==> src/rtl/fifo_sync_sram_pkg.sv <==
// Shared constants and helpers for the SRAM-backed synchronous FIFO.
//   clog2       : constant ceiling-log2 used for derived widths
//   RD_LAT_MIN/ : legal range of the SRAM read latency
//   RD_LAT_MAX
//   PF_EXTRA    : prefetch entries beyond the read latency (PF_DEPTH = RD_LAT + PF_EXTRA)
package fifo_sync_sram_pkg;

  localparam int RD_LAT_MIN = 1;
  localparam int RD_LAT_MAX = 3;
  localparam int PF_EXTRA   = 2;

  function automatic int clog2(input int value);
    int r;
    r = 0;
    while ((1 << r) < value) r++;
    return r;
  endfunction

endpackage

==> src/rtl/fifo_pf_buf.sv <==
// Small register FIFO used as the prefetch / output stage.
// Entry 0 is the head and is a plain register, so head is registered.
// Ports:
//   clk, rst   : clock, synchronous active-high reset
//   clr        : synchronous flush (same effect as rst)
//   wr_en      : append wr_data (caller guarantees space after any same-cycle read)
//   wr_data    : word to append
//   rd_en      : drop the head (caller guarantees cnt != 0)
//   head       : current head word; held when the last word is consumed
//   cnt        : number of valid entries
module fifo_pf_buf
  import fifo_sync_sram_pkg::*;
#(
  parameter int DATA_W   = 128,
  parameter int PF_DEPTH = 3,
  localparam int PCW     = clog2(PF_DEPTH + 1)
) (
  input  logic              clk,
  input  logic              rst,
  input  logic              clr,
  input  logic              wr_en,
  input  logic [DATA_W-1:0] wr_data,
  input  logic              rd_en,
  output logic [DATA_W-1:0] head,
  output logic [PCW-1:0]    cnt
);

  logic [DATA_W-1:0] mem [PF_DEPTH];
  logic [DATA_W-1:0] shift_src [PF_DEPTH];
  logic [PCW-1:0]    wr_idx;
  logic              shift;

  for (genvar i = 0; i < PF_DEPTH; i++) begin : g_src
    if (i == PF_DEPTH - 1) begin : g_last
      assign shift_src[i] = mem[i];
    end else begin : g_mid
      assign shift_src[i] = mem[i + 1];
    end
  end

  // Popping the only word keeps the head register as-is, so the output
  // does not change while the buffer sits empty.
  assign shift  = rd_en && (cnt != PCW'(1));
  assign wr_idx = rd_en ? cnt - PCW'(1) : cnt;
  assign head   = mem[0];

  always_ff @(posedge clk) begin
    if (rst || clr) cnt <= '0;
    else            cnt <= cnt + PCW'(wr_en) - PCW'(rd_en);
  end

  always_ff @(posedge clk) begin
    for (int i = 0; i < PF_DEPTH; i++) begin
      if (wr_en && (wr_idx == PCW'(i))) mem[i] <= wr_data;
      else if (shift)                   mem[i] <= shift_src[i];
    end
    if (rst || clr) mem[0] <= '0;
  end

endmodule

==> src/rtl/fifo_sync_sram_pf.sv <==
// Synchronous FIFO backed by an external SRAM macro with a credit-controlled
// prefetch buffer, empty-FIFO bypass, flush with in-flight read discard and a
// programmable almost-full threshold.
// Optional statistics (fifo_ovf, fifo_udf, fifo_wmark) are built when the
// macro FIFO_SRAM_STAT_EN is defined; otherwise they are tied to 0.
// Ports:
//   clk, rst        : clock, synchronous active-high reset
//   fifo_init       : synchronous flush; push/pop in that cycle are ignored
//   fifo_push       : write strobe with fifo_data_in
//   fifo_full/afull : SRAM occupancy == DEPTH / >= AFULL_TH
//   fifo_pop        : consume fifo_data_out (ignored when fifo_empty)
//   fifo_data_out   : registered head word; fifo_empty = no word at output
//   fifo_word_cnt   : words held in SRAM + in flight + prefetch
//   sram_*          : SRAM macro interface, sram_rdata valid RD_LAT cycles after sram_re
//   fifo_ovf/udf    : sticky overflow / underflow flags
//   fifo_wmark      : peak SRAM occupancy since last clear
module fifo_sync_sram_pf
  import fifo_sync_sram_pkg::*;
#(
  parameter int DATA_W   = 128,
  parameter int DEPTH    = 64,
  parameter int RD_LAT   = 1,
  parameter int SRAM_1RW = 1,
  parameter int AFULL_TH = DEPTH - 2,
  localparam int PF_DEPTH = RD_LAT + PF_EXTRA,
  localparam int AW       = clog2(DEPTH),
  localparam int CW       = clog2(DEPTH + PF_DEPTH) + 1
) (
  input  logic              clk,
  input  logic              rst,
  input  logic              fifo_init,
  input  logic              fifo_push,
  input  logic [DATA_W-1:0] fifo_data_in,
  output logic              fifo_full,
  output logic              fifo_afull,
  input  logic              fifo_pop,
  output logic [DATA_W-1:0] fifo_data_out,
  output logic              fifo_empty,
  output logic [CW-1:0]     fifo_word_cnt,
  output logic              sram_re,
  output logic              sram_we,
  output logic [AW-1:0]     sram_raddr,
  output logic [AW-1:0]     sram_waddr,
  output logic [DATA_W-1:0] sram_wdata,
  input  logic [DATA_W-1:0] sram_rdata,
  output logic              fifo_ovf,
  output logic              fifo_udf,
  output logic [AW:0]       fifo_wmark
);

  localparam int PCW = clog2(PF_DEPTH + 1);
  localparam logic [PCW-1:0] PF_FULL   = PCW'(PF_DEPTH);
  localparam logic [AW:0]    AFULL_LVL = (AW + 1)'(AFULL_TH);

  if (RD_LAT < RD_LAT_MIN || RD_LAT > RD_LAT_MAX) begin : g_bad_rd_lat
    $error("fifo_sync_sram_pf: RD_LAT must be within 1..3");
  end

  logic [AW:0]       wptr, rptr, sram_cnt;
  logic              sram_empty;
  logic [RD_LAT-1:0] rd_vld_p;
  logic [PCW-1:0]    inflight, pf_cnt, pf_post, drop_cnt;
  logic              push_ok, pop_acc, bypass, push_acc, credit_ok;
  logic              ret_vld, ret_keep, pf_wr;
  logic [DATA_W-1:0] pf_wdata;

  assign sram_cnt   = wptr - rptr;
  assign sram_empty = (wptr == rptr);
  assign fifo_full  = (wptr[AW] != rptr[AW]) && (wptr[AW-1:0] == rptr[AW-1:0]);
  assign fifo_afull = (sram_cnt >= AFULL_LVL);

  always_comb begin
    inflight = '0;
    for (int i = 0; i < RD_LAT; i++) inflight = inflight + PCW'(rd_vld_p[i]);
  end

  // Request side: pop is resolved first so bypass sees the post-pop buffer.
  assign fifo_empty = (pf_cnt == '0);
  assign push_ok    = fifo_push && !fifo_init;
  assign pop_acc    = fifo_pop && !fifo_init && !fifo_empty;
  assign pf_post    = pf_cnt - PCW'(pop_acc);
  assign bypass     = push_ok && sram_empty && (inflight == '0) && (pf_post < PF_FULL);
  assign sram_we    = push_ok && !bypass && !fifo_full;
  assign push_acc   = bypass || sram_we;

  // Credit counts words already buffered plus reads still returning, so the
  // prefetch buffer can never overflow.
  assign credit_ok  = ({1'b0, pf_cnt} + {1'b0, inflight}) < {1'b0, PF_FULL};
  assign sram_re    = !fifo_init && !sram_empty && credit_ok && !((SRAM_1RW != 0) && sram_we);

  assign sram_waddr = wptr[AW-1:0];
  assign sram_raddr = rptr[AW-1:0];
  assign sram_wdata = fifo_data_in;

  always_ff @(posedge clk) begin
    if (rst || fifo_init) begin
      wptr          <= '0;
      rptr          <= '0;
      fifo_word_cnt <= '0;
    end else begin
      wptr          <= wptr + (AW + 1)'(sram_we);
      rptr          <= rptr + (AW + 1)'(sram_re);
      fifo_word_cnt <= fifo_word_cnt + CW'(push_acc) - CW'(pop_acc);
    end
  end

  // Read pipeline: rd_vld_p[k] marks a read issued k+1 cycles ago.
  always_ff @(posedge clk) begin
    if (rst) begin
      rd_vld_p <= '0;
    end else begin
      rd_vld_p[0] <= sram_re;
      for (int i = 1; i < RD_LAT; i++) rd_vld_p[i] <= rd_vld_p[i - 1];
    end
  end

  assign ret_vld = rd_vld_p[RD_LAT-1];

  // Reads issued before a flush keep returning; the drop counter swallows
  // exactly those. The one landing in the flush cycle dies with the buffer.
  always_ff @(posedge clk) begin
    if (rst)                               drop_cnt <= '0;
    else if (fifo_init)                    drop_cnt <= inflight - PCW'(ret_vld);
    else if (ret_vld && (drop_cnt != '0))  drop_cnt <= drop_cnt - PCW'(1);
  end

  assign ret_keep = ret_vld && (drop_cnt == '0);

  // Prefetch / output stage: bypass and SRAM returns are mutually exclusive
  // because bypass requires nothing in flight.
  assign pf_wr    = bypass || ret_keep;
  assign pf_wdata = bypass ? fifo_data_in : sram_rdata;

  fifo_pf_buf #(
    .DATA_W   (DATA_W),
    .PF_DEPTH (PF_DEPTH)
  ) u_pf_buf (
    .clk     (clk),
    .rst     (rst),
    .clr     (fifo_init),
    .wr_en   (pf_wr),
    .wr_data (pf_wdata),
    .rd_en   (pop_acc),
    .head    (fifo_data_out),
    .cnt     (pf_cnt)
  );

`ifdef FIFO_SRAM_STAT_EN
  logic        ovf_q, udf_q;
  logic [AW:0] wmark_q;

  always_ff @(posedge clk) begin
    if (rst || fifo_init) begin
      ovf_q   <= 1'b0;
      udf_q   <= 1'b0;
      wmark_q <= '0;
    end else begin
      if (push_ok && !bypass && fifo_full)    ovf_q   <= 1'b1;
      if (fifo_pop && fifo_empty)             udf_q   <= 1'b1;
      if (sram_cnt > wmark_q)                 wmark_q <= sram_cnt;
    end
  end

  assign fifo_ovf   = ovf_q;
  assign fifo_udf   = udf_q;
  assign fifo_wmark = wmark_q;
`else
  assign fifo_ovf   = 1'b0;
  assign fifo_udf   = 1'b0;
  assign fifo_wmark = '0;
`endif

endmodule

==> config.mk <==
export PLATFORM = sky130hd
export DESIGN_NAME = fifo_sync_sram_pf
export DESIGN_NICKNAME = d
export VERILOG_FILES = /design/src/rtl/fifo_sync_sram_pkg.sv /design/src/rtl/fifo_pf_buf.sv /design/src/rtl/fifo_sync_sram_pf.sv
export SDC_FILE = /design/constraint.sdc
export NUM_CORES = 1
export LEC_CHECK = 0
export BUFFER_PORTS_ARGS = -buffer_cell sky130_fd_sc_hd__buf_2
export CORE_AREA = 2 2 212 214
export DETAILED_ROUTE_END_ITERATION = 8
export DIE_AREA = 0 0 214 216
export PLACE_DENSITY = 0.73
export SYNTH_ARGS = -nofsm -noshare
export SYNTH_HDL_FRONTEND = slang
export SYNTH_SLANG_ARGS = --single-unit
==> constraint.sdc <==
create_clock -name clk -period 14.1 [get_ports clk]
set_input_delay 2.82 -clock clk [delete_from_list [all_inputs] [get_ports clk]]
set_output_delay 2.82 -clock clk [all_outputs]
set_load 0.02 [all_outputs]
==> metrics.csv, run 1 <==
metric;value;unit
IO Count;551;
post-route core utilization;54.6;%
maximum clock path buffer count;3;
CTS-repair resized insts;0;
routed via count;13700;
crit-path most repeated cell;buf_2;
Rel. slew slack;24.3;%
# hold bufs at CTS;0;
vias in the first global route;13900;
Post-Route Setup TNS;0;ns
DP Worst Slack;6.50;ns
WS Path Type;input port to output port;
P_leak;9.92;nW
Worst path slowest cell;or3b_4;
pwr dens;120;nW/um2
CORE AREA;43800;um2
worst skew pair latency;0.55;ns
r2r worst-path depth;11;
final net count;2140;
Cell Count, Final, Fillers Out;2477;
Critical Path Source Type;input port;
Clk pin slew, worst setup/hold paths;0.06;ns
crit path DAT;4.78;ns
outcome;completed;
I/O Buffers;541;
Netlist cell types;55;
Mapped Avg Cell Area;13.9;um2
commonest cells after routing, fill and taps aside;buf_2 (541), edfxtp_1 (256), mux2_4 (211);
asr flop ratio synth;0;%
DRC Markers;0;
top cells by area, synth;edfxtp_1 (37%), mux2_4 (15%), dfxtp_1 (15%), mux2i_1 (6.2%), buf_4 (5.8%);
Setup Buffers After CTS;0;
Area Growth Syn to Fin;15.2;%
# diodes;0;
CTS buffer count;44;
# rows;77;
final setup violation count;0;
HP Class;flip-flop to flip-flop;
routed vias/inst;5.52;
WL per Instance;20.9;um
slowest stage delay, CP;0.45;ns
largest net degree at the start of global routing;129;
VDD IR max;0.0938;mV
gpl congestion;0.815;
layout cells sized above 1;47.3;%
Initial Util;47.4;%
post-synth top area share;37.0;%
ys flop type;edfxtp_1;
total die area;46200;um2
hold depth;2;
TritonCTS clock tree;done;
H-tree depth;2;
Post-Syn Area;20800;um2
unrepaired setup endpoints after global routing;no;
commonest non-fill, non-tap cell in the layout;buf_2;
final wirelength;51.8;mm
Placed Instances;2397;
Tot GR Track Use;21.4;%
number of synthesized flops with an enable pin;256;
min cycle time layout;7.60;ns
Setup crit end kind;output port;
dominant cell type by area after synthesis;edfxtp_1;
Tcrit/Tclk final;53.9;%
Synth Instances;1493;
Clock Root Buffer;clkbuf_16;
sequential fraction of the synthesis area;51.9;%
CTS Sinks;411;
Max Fclk;131;MHz
DRT Pass-1 Iters;5;
Max Fanout on Critical Path;6;
#FFs+latches synth;411;
yosys warns;0;
Die Span Y;216;um
initial antenna violation count;0;
Critical Path RT;11.28;ns
total of max-cap violations;0;
Final WS setup;6.50;ns
crit-path cells;buf_2, or3b_4, inv_1, ha_1, xor2_1, nand2_1, and3_1, nor2_1, buf_2;
grt ovf;0;
slew of the pin with the lowest slew margin;1.14;ns
first-pass GRT wire length;79.2;mm
starting DRC count in detailed routing;800;
Final Max Tran Viols;0;
post-DP HPWL;32.7;mm
Die X-Extent;214;um
Worst Clk Skew;0.0102;ns
Detail Route Antenna Nets;0;
Fin. Hold Viols;0;
==> worst paths after layout <==
| check | from | to | slack [ns] |
|---|---|---|---|
| max | fifo_init | sram_we | 6.50 |
| min | drop_cnt[1]$_SDFFE_PP0P_ | drop_cnt[1]$_SDFFE_PP0P_ | 0.53 |
| max reg2reg | u_pf_buf.cnt[1]$_SDFF_PP0_ | u_pf_buf.mem[1][5]$_DFFE_PP_ | 9.49 |
| min reg2reg | drop_cnt[1]$_SDFFE_PP0P_ | drop_cnt[1]$_SDFFE_PP0P_ | 0.53 |
==> synthesized netlist by cell type, types with 2 or more instances <==
cell        n
a211oi_1  132
a21o_1      6
a21oi_1     9
and2_1      9
and3_1      5
buf_12     13
buf_2      35
buf_4     160
buf_6      17
clkbuf_1   23
dfxtp_1   155
edfxtp_1  256
fa_1        2
ha_1       26
inv_1      25
mux2_2     45
mux2_4    211
mux2i_1   128
nand2_1     7
nand2b_1    3
nand3_1     6
nand4_1     2
nor2_1     26
nor2_2      2
nor2b_1     3
nor3_1      4
o21ai_0     6
o22ai_1   129
or2_2       2
or4_1       2
or4b_2      2
xnor2_1    16
xor2_1      4
==> report_power, final <==
group	internal [mW]	total (mW)	switching, mW
registers	1.32	1.33	0.0149
clock network	0.687	1.16	0.471
logic	0.178	0.392	0.214
==> sequential cells by signal, indices dropped and copies added, names as in the netlist <==
| name | count |
|---|---|
| drop_cnt | 2 |
| wptr | 7 |
| u_pf_buf.cnt | 2 |
| rd_vld_p | 1 |
| u_pf_buf.mem | 384 |
| fifo_word_cnt | 8 |
| rptr | 7 |
==> layer usage <==
metal | up-vias | global-route usage (%) | part of all wire, %
met5 | - | 0 | 0
met3 | 78 | 4.20 | 5.8
li1 | 6291 | - | -
met1 | 6768 | 28.0 | 42
met4 | 0 | 6.11 | 2.2
met2 | 532 | 36.3 | 50
==> stage by stage <==
stage / power [mW] / hold WS [ns] / instance area, um2
after floorplan: 1.65 / 0.478 / 20800
after global placement: 1.74 / 0.486 / 22500
after detailed placement: 1.75 / 0.518 / 22500
after CTS: 2.91 / 0.530 / 23900
after global routing: 2.98 / 0.545 / 23900
final: 2.88 / 0.528 / 23900
==> critical path: cells and delay by family <==
family | cells | cell delay (ns)
buffers and inverters | 3 | 0.46
AND/OR/NAND/NOR | 4 | 1.06
XOR/XNOR | 1 | 0.26
adder cells (fa/ha/maj) | 1 | 0.18
==> layout make-up <==
type | instances | area [um2]
sequential | 411 | 10800
inverter | 25 | 93.8
clock inverter | 17 | 185
tap | 592 | 741
timing repair buffer | 554 | 2830
clock buffer | 63 | 1240
multi-input combinational | 815 | 8070
fill | 3614 | 19900
==> logic make-up after synthesis <==
group / share of synthesized area (%)
flops: 51.9
mux: 23.8
compound gates: 9.72
buf+inv: 9.71
simple gates: 2.21
fa+ha+maj: 1.76
xor+xnor: 0.842
other cells: 0.0180
Power figures use the tool's default switching activity.
==> inputs of run 2 (changes only) <==
- CORE_AREA: 2 2 212 214 -> not set
- CORE_MARGIN: not set -> 2
- CORE_UTILIZATION: not set -> 48
- DIE_AREA: 0 0 214 216 -> not set
- PLACE_DENSITY: 0.73 -> 0.77
- clock period: 14.1 -> 6.81 ns (I/O delays scaled with it)
==> run 2 against run 1 <==
Setup slack worse by 4.5 ns. Sequential power is 110% higher. Sequential share of layout area is 0.099 points lower. Clock skew is 0.0098 ns higher.
==> metrics.csv, run 2 (same netlist as run 1, synthesis figures left out) <==
metric;value;unit
Tot GR Track Use;22.5;%
Setup crit end kind;output port;
pwr dens;246;nW/um2
# rows;76;
Hold Crit Start;drop_cnt[1]$_SDFFE_PP0P_;
Reg-to-Reg Start;u_pf_buf.cnt[1]$_SDFF_PP0_;
DRT Pass-1 Iters;7;
Area Growth Syn to Fin;15.4;%
Top reg by flops;u_pf_buf.mem;
WS Path Type;input port to output port;
maximum clock path buffer count;3;
final setup violation count;0;
R2R Setup Slk;2.74;ns
IO Count;551;
worst skew pair latency;0.57;ns
top flop regs;u_pf_buf.mem x384, fifo_word_cnt x8;
r2r worst-path depth;11;
outcome;completed;
min cycle time layout;4.81;ns
Setup Buffers After CTS;0;
Final Max Tran Viols;0;
Clock Root Buffer;clkbuf_16;
DP Worst Slack;2.00;ns
WL per Instance;21.5;um
grt ovf;0;
starting DRC count in detailed routing;935;
crit path DAT;3.45;ns
CORE AREA;42900;um2
TritonCTS clock tree;done;
max reg flops;384;
Die X-Extent;212;um
Detail Route Antenna Nets;0;
first-pass GRT wire length;79.1;mm
DRC Markers;0;
final net count;2144;
WHS Endpoint;drop_cnt[1]$_SDFFE_PP0P_;
Critical R2R Capture;u_pf_buf.mem[0][54]$_SDFFE_PP0P_;
Pwr Total;5.91;mW
HP Class;flip-flop to flip-flop;
unrepaired setup endpoints after global routing;no;
Post-Route Setup TNS;0;ns
vias in the first global route;13800;
Final WS setup;2.00;ns
gpl congestion;0.797;
H-tree depth;2;
P_leak;9.94;nW
Critical Path RT;5.45;ns
initial antenna violation count;4;
Initial Util;48.5;%
VDD IR max;0.169;mV
WHS;0.506;ns
Clk pin slew, worst setup/hold paths;0.06;ns
Fin. Hold Viols;0;
slew of the pin with the lowest slew margin;1.09;ns
Critical Path Source Type;input port;
routed via count;14000;
Cell Count, Final, Fillers Out;2478;
hold depth;2;
Rel. slew slack;27.4;%
I/O Buffers;541;
Max Fanout on Critical Path;6;
final wirelength;53.3;mm
commonest non-fill, non-tap cell in the layout;buf_2;
Placed Instances;2394;
Worst Clk Skew;0.0200;ns
CTS-repair resized insts;0;
CTS Sinks;411;
Die Span Y;212;um
post-DP HPWL;34.0;mm
commonest cells after routing, fill and taps aside;buf_2 (541), edfxtp_1 (256), mux2_4 (211);
CTS buffer count;44;
largest net degree at the start of global routing;129;
routed vias/inst;5.63;
total die area;45000;um2
total of max-cap violations;0;
layout cells sized above 1;47.5;%
Max Fclk;208;MHz
Tcrit/Tclk final;70.6;%
# hold bufs at CTS;0;
-- run 2: cell types whose count changed in the layout (fill, tap and decap cells not counted), moves of 2 or more --
cell        before  now
buf_12           2    6
bufinv_16        4    0
clkbuf_8         5    9
clkinv_2         9    6
diode_2          0    3
clkinvlp_4       0    2
-- run 2: per-layer routing --
layer / vias up / GRT usage [%] / routed length, um
met5: - / 0 / 0
met4: 0 / 8.50 / 1540
met3: 91 / 3.77 / 3530
met2: 631 / 37.2 / 26100
met1: 6933 / 29.5 / 22200
li1: 6295 / - / -
-- run 2: where the power goes --
part,internal [mW],switching (mW),leakage [nW]
Combinational,0.369,0.449,5.68
Sequential,2.73,0.0311,3.57
Clock,1.34,0.986,0.687
Total,4.44,1.47,9.94
-- run 2: cell type report --
| cell class | count | area, um2 |
|---|---|---|
| Tap cell | 585 | 732 |
| Clock inverter | 13 | 78.8 |
| Inverter | 25 | 93.8 |
| Sequential cell | 411 | 10800 |
| Clock buffer | 68 | 1320 |
| Multi-Input combinational cell | 815 | 8070 |
| Fill cell | 3467 | 18900 |
| Timing Repair Buffer | 558 | 2910 |
| Antenna cell | 3 | 7.51 |
-- run 2: how the worst max path moves through the flow --
stage	start	to	slack (ns)	cells past startpoint
2_1_floorplan	fifo_init	u_pf_buf.mem[1][0]$_DFFE_PP_	0.58	7
3_3_place_gp	fifo_init	sram_we	2.05	9
3_5_place_dp	fifo_init	u_pf_buf.mem[0][68]$_SDFFE_PP0P_	2.00	10
4_1_cts	fifo_init	sram_we	2.03	9
5_1_grt	fifo_init	sram_we	1.87	9
6_report	fifo_init	sram_we	2.00	9
-- run 2: critical path, cell delays in order --
cell,delay (ns)
buf_2,0.15
or3b_4,0.46
inv_1,0.13
ha_1,0.17
xor2_1,0.27
nand2_1,0.22
and3_1,0.26
nor2_1,0.22
buf_2,0.21
-- run 2: per-stage QoR --
step,area [um2],utilization [%]
6_report,24000,56.0
5_1_grt,24000,56.0
4_1_cts,24000,55.9
3_5_place_dp,22600,52.7
3_3_place_gp,22600,52.7
2_1_floorplan,20800,-
==> inputs of run 3 (changes only) <==
- ABC_AREA: not set -> 1
- CORE_AREA: not set -> 2 2 212 214
- CORE_MARGIN: 2 -> not set
- CORE_UTILIZATION: 48 -> not set
- DIE_AREA: not set -> 0 0 214 216
- PLACE_DENSITY: 0.77 -> 0.72
- clock period: 6.81 -> 4.86 ns (I/O delays scaled with it)
==> run 3 against run 2 <==
Final area decreased by 0.66%. Critical path depth increased by 9. Setup slack got worse by 1.2 ns. Cell count increased by 38%. Utilization decreased by 1.6 points. Clock power increased by 51%. Count of clock-buffer cells in the layout decreased by 4. Largest cell class unchanged.
==> metrics.csv, run 3 <==
metric;value;unit
Clk pin slew, worst setup/hold paths;0.06;ns
layout cells sized above 1;23.1;%
Setup Buffers After CTS;0;
outcome;completed;
Reg-to-Reg Start;u_pf_buf.cnt[0]$_SDFF_PP0_;
crit-path cells;inv_1, ha_1, nor2_1, nand2_1, inv_2, ha_4, inv_1, nand2_1, nand3_2, nand2_2, inv_2, nand2_4, nand2_2, nand3_4, buf_4, nand2_8, nor2_1, a21oi_1;
total die area;46200;um2
slew of the pin with the lowest slew margin;1.14;ns
max reg flops;384;
Crit. Startpoint;u_pf_buf.cnt[0]$_SDFF_PP0_;
Max Fclk;249;MHz
P_leak;11.9;nW
Die Span Y;216;um
met2 routed WL;28.2;mm
vias in the first global route;16500;
Worst Clk Skew;0.0112;ns
WS Path Type;flip-flop to flip-flop;
Clock Root Buffer;clkbuf_16;
min cycle time layout;4.02;ns
unrepaired setup endpoints after global routing;no;
post-synth top area share;37.6;%
Detail Route Antenna Nets;0;
first-pass GRT wire length;87.2;mm
starting DRC count in detailed routing;1198;
TritonCTS clock tree;done;
Max Fanout on Critical Path;149;
I/O Buffers;541;
number of synthesized flops with an enable pin;256;
routed vias/inst;5.08;
DP Worst Slack;0.527;ns
Int Pwr;6.30;mW
Tcrit/Tclk final;82.7;%
Critical Path RT;5.12;ns
M1 WL;23.2;mm
Combinational Power Share;13.0;%
CTS buffer count;45;
most frequent cells after synthesis;nand2_1 (835), nand3_1 (465), edfxtp_1 (256), inv_1 (207), buf_4 (161);
total of max-cap violations;0;
largest net degree at the start of global routing;168;
Initial Util;46.6;%
# hold bufs at CTS;0;
VDD IR max;0.270;mV
final instance area;23800;um2
Hold Crit Start;u_pf_buf.mem[0][17]$_SDFFE_PP0P_;
top cells by area, synth;edfxtp_1 (38%), nand2_1 (15%), dfxtp_1 (15%), nand3_1 (11%), buf_4 (5.9%);
Die X-Extent;214;um
H-tree depth;2;
HP Class;flip-flop to flip-flop;
routed via count;17400;
Top reg by flops;u_pf_buf.mem;
grt ovf;0;
Synth Instances;2474;
Netlist cell types;34;
Tot GR Track Use;23.3;%
# rows;77;
asr flop ratio synth;0;%
Critical Path Source Type;flip-flop;
maximum clock path buffer count;3;
Mapped Avg Cell Area;8.25;um2
Post-Syn Area;20400;um2
Setup crit end kind;flip-flop;
sequential share of power;45.5;%
Top Metal Used;met4;
CTS Sinks;411;
clock share of power;41.5;%
initial antenna violation count;1;
commonest cells after routing, fill and taps aside;nand2_1 (833), buf_2 (541), nand3_1 (463);
DP Area;22300;um2
Worst path slowest cell;nand2_8;
Area Growth Syn to Fin;16.8;%
met3 WL;3.38;mm
Sw Ratio;25.8;%
final setup violation count;0;
worst skew pair latency;0.56;ns
Reg area;10800;um2
Rel. slew slack;24.1;%
yosys warns;0;
dominant cell type by area after synthesis;edfxtp_1;
sequential fraction of the synthesis area;52.8;%
Fin. Hold Viols;0;
gpl congestion;0.910;
Final Max Tran Viols;0;
slowest stage delay, CP;0.66;ns
area occupied by multi-input gates;7070;um2
CORE AREA;43800;um2
DRT Pass-1 Iters;7;
WL per Instance;16.4;um
ys flop type;edfxtp_1;
pwr dens;356;nW/um2
DRC Markers;0;
Pwr Total;8.49;mW
commonest non-fill, non-tap cell in the layout;nand2_1;
crit path DAT;4.28;ns
final net count;3080;
FILL cells;4006;
Final WS setup;0.841;ns
#FFs+latches synth;411;
P_sw;2.19;mW
count leader, synth;nand2_1;
IO Count;551;
final wirelength;55.9;mm
post-DP HPWL;36.6;mm
CTS-repair resized insts;0;
top flop regs;u_pf_buf.mem x384, fifo_word_cnt x8;
==> run 3: critical path: cells and delay by family (launching register included) <==
| family | cells | cell delay [ns] |
|---|---|---|
| AND/OR/NAND/NOR | 10 | 2.00 |
| flip-flops | 1 | 0.39 |
| AO/OA/AOI/OAI | 1 | 0.08 |
| adder cells (fa/ha/maj) | 2 | 0.38 |
| buffers and inverters | 5 | 0.78 |
==> run 3: cells by family (layout without fill, tap and decap cells) <==
| family | count (synthesis) | in the layout | share of synthesized area [%] |
|---|---|---|---|
| other | 1 | 10 | 0.0184 |
| and+or+nand+nor | 1440 | 1440 | 30.0 |
| DFF | 411 | 411 | 52.8 |
| buffers and inverters | 511 | 854 | 13.2 |
| AOI/OAI and AO/OA | 80 | 80 | 2.00 |
| xor gates and xnor gates | 3 | 3 | 0.129 |
| adders and majority gates | 28 | 28 | 1.79 |
==> run 3: layout make-up <==
cell class	instances	share of cell area, %
Antenna cell	1	0.0105
Tap cell	592	3.11
Timing Repair Buffer	560	12.2
Multi-Input combinational cell	1560	29.6
Clock inverter	17	0.908
Clock buffer	64	5.46
Inverter	213	3.41
Sequential cell	411	45.3
==> run 3: final timing paths <==
| path | endpoint | slack (ns) | depth (start not counted) |
|---|---|---|---|
| max | u_pf_buf.mem[1][33]$_DFFE_PP_ | 0.84 | 18 |
| max reg2reg | u_pf_buf.mem[1][33]$_DFFE_PP_ | 0.84 | 18 |
| min reg2reg | u_pf_buf.mem[0][17]$_SDFFE_PP0P_ | 0.48 | 2 |
| min | u_pf_buf.mem[0][17]$_SDFFE_PP0P_ | 0.48 | 2 |
==> run 3: through the flow <==
step | TNS, ns | hold slack (ns) | std cells | util [%]
2_1_floorplan | -84.26 | 0.463 | 2482 | -
3_3_place_gp | 0 | 0.462 | 3336 | 50.9
3_5_place_dp | 0 | 0.470 | 3336 | 50.9
4_1_cts | 0 | 0.484 | 3417 | 54.4
5_1_grt | 0 | 0.507 | 3418 | 54.4
6_report | 0 | 0.485 | 3418 | 54.4
==> run 3: power by group through the flow <==
stage                     logic [mW]  clock network (mW)  registers [mW]
after CTS                       1.11                3.58            3.86
after global routing            1.22                3.72            3.87
final                           1.10                3.52            3.87
after global placement          1.07                   0            3.94
after floorplan                0.737                   0            3.98
after detailed placement        1.10                   0            3.94
==> run 3: layer usage <==
layer / up-vias / GRT usage, %
li1: 8477 / -
met5: - / 0
met2: 670 / 41.5
met4: 0 / 7.41
met3: 70 / 3.06
met1: 8152 / 29.3
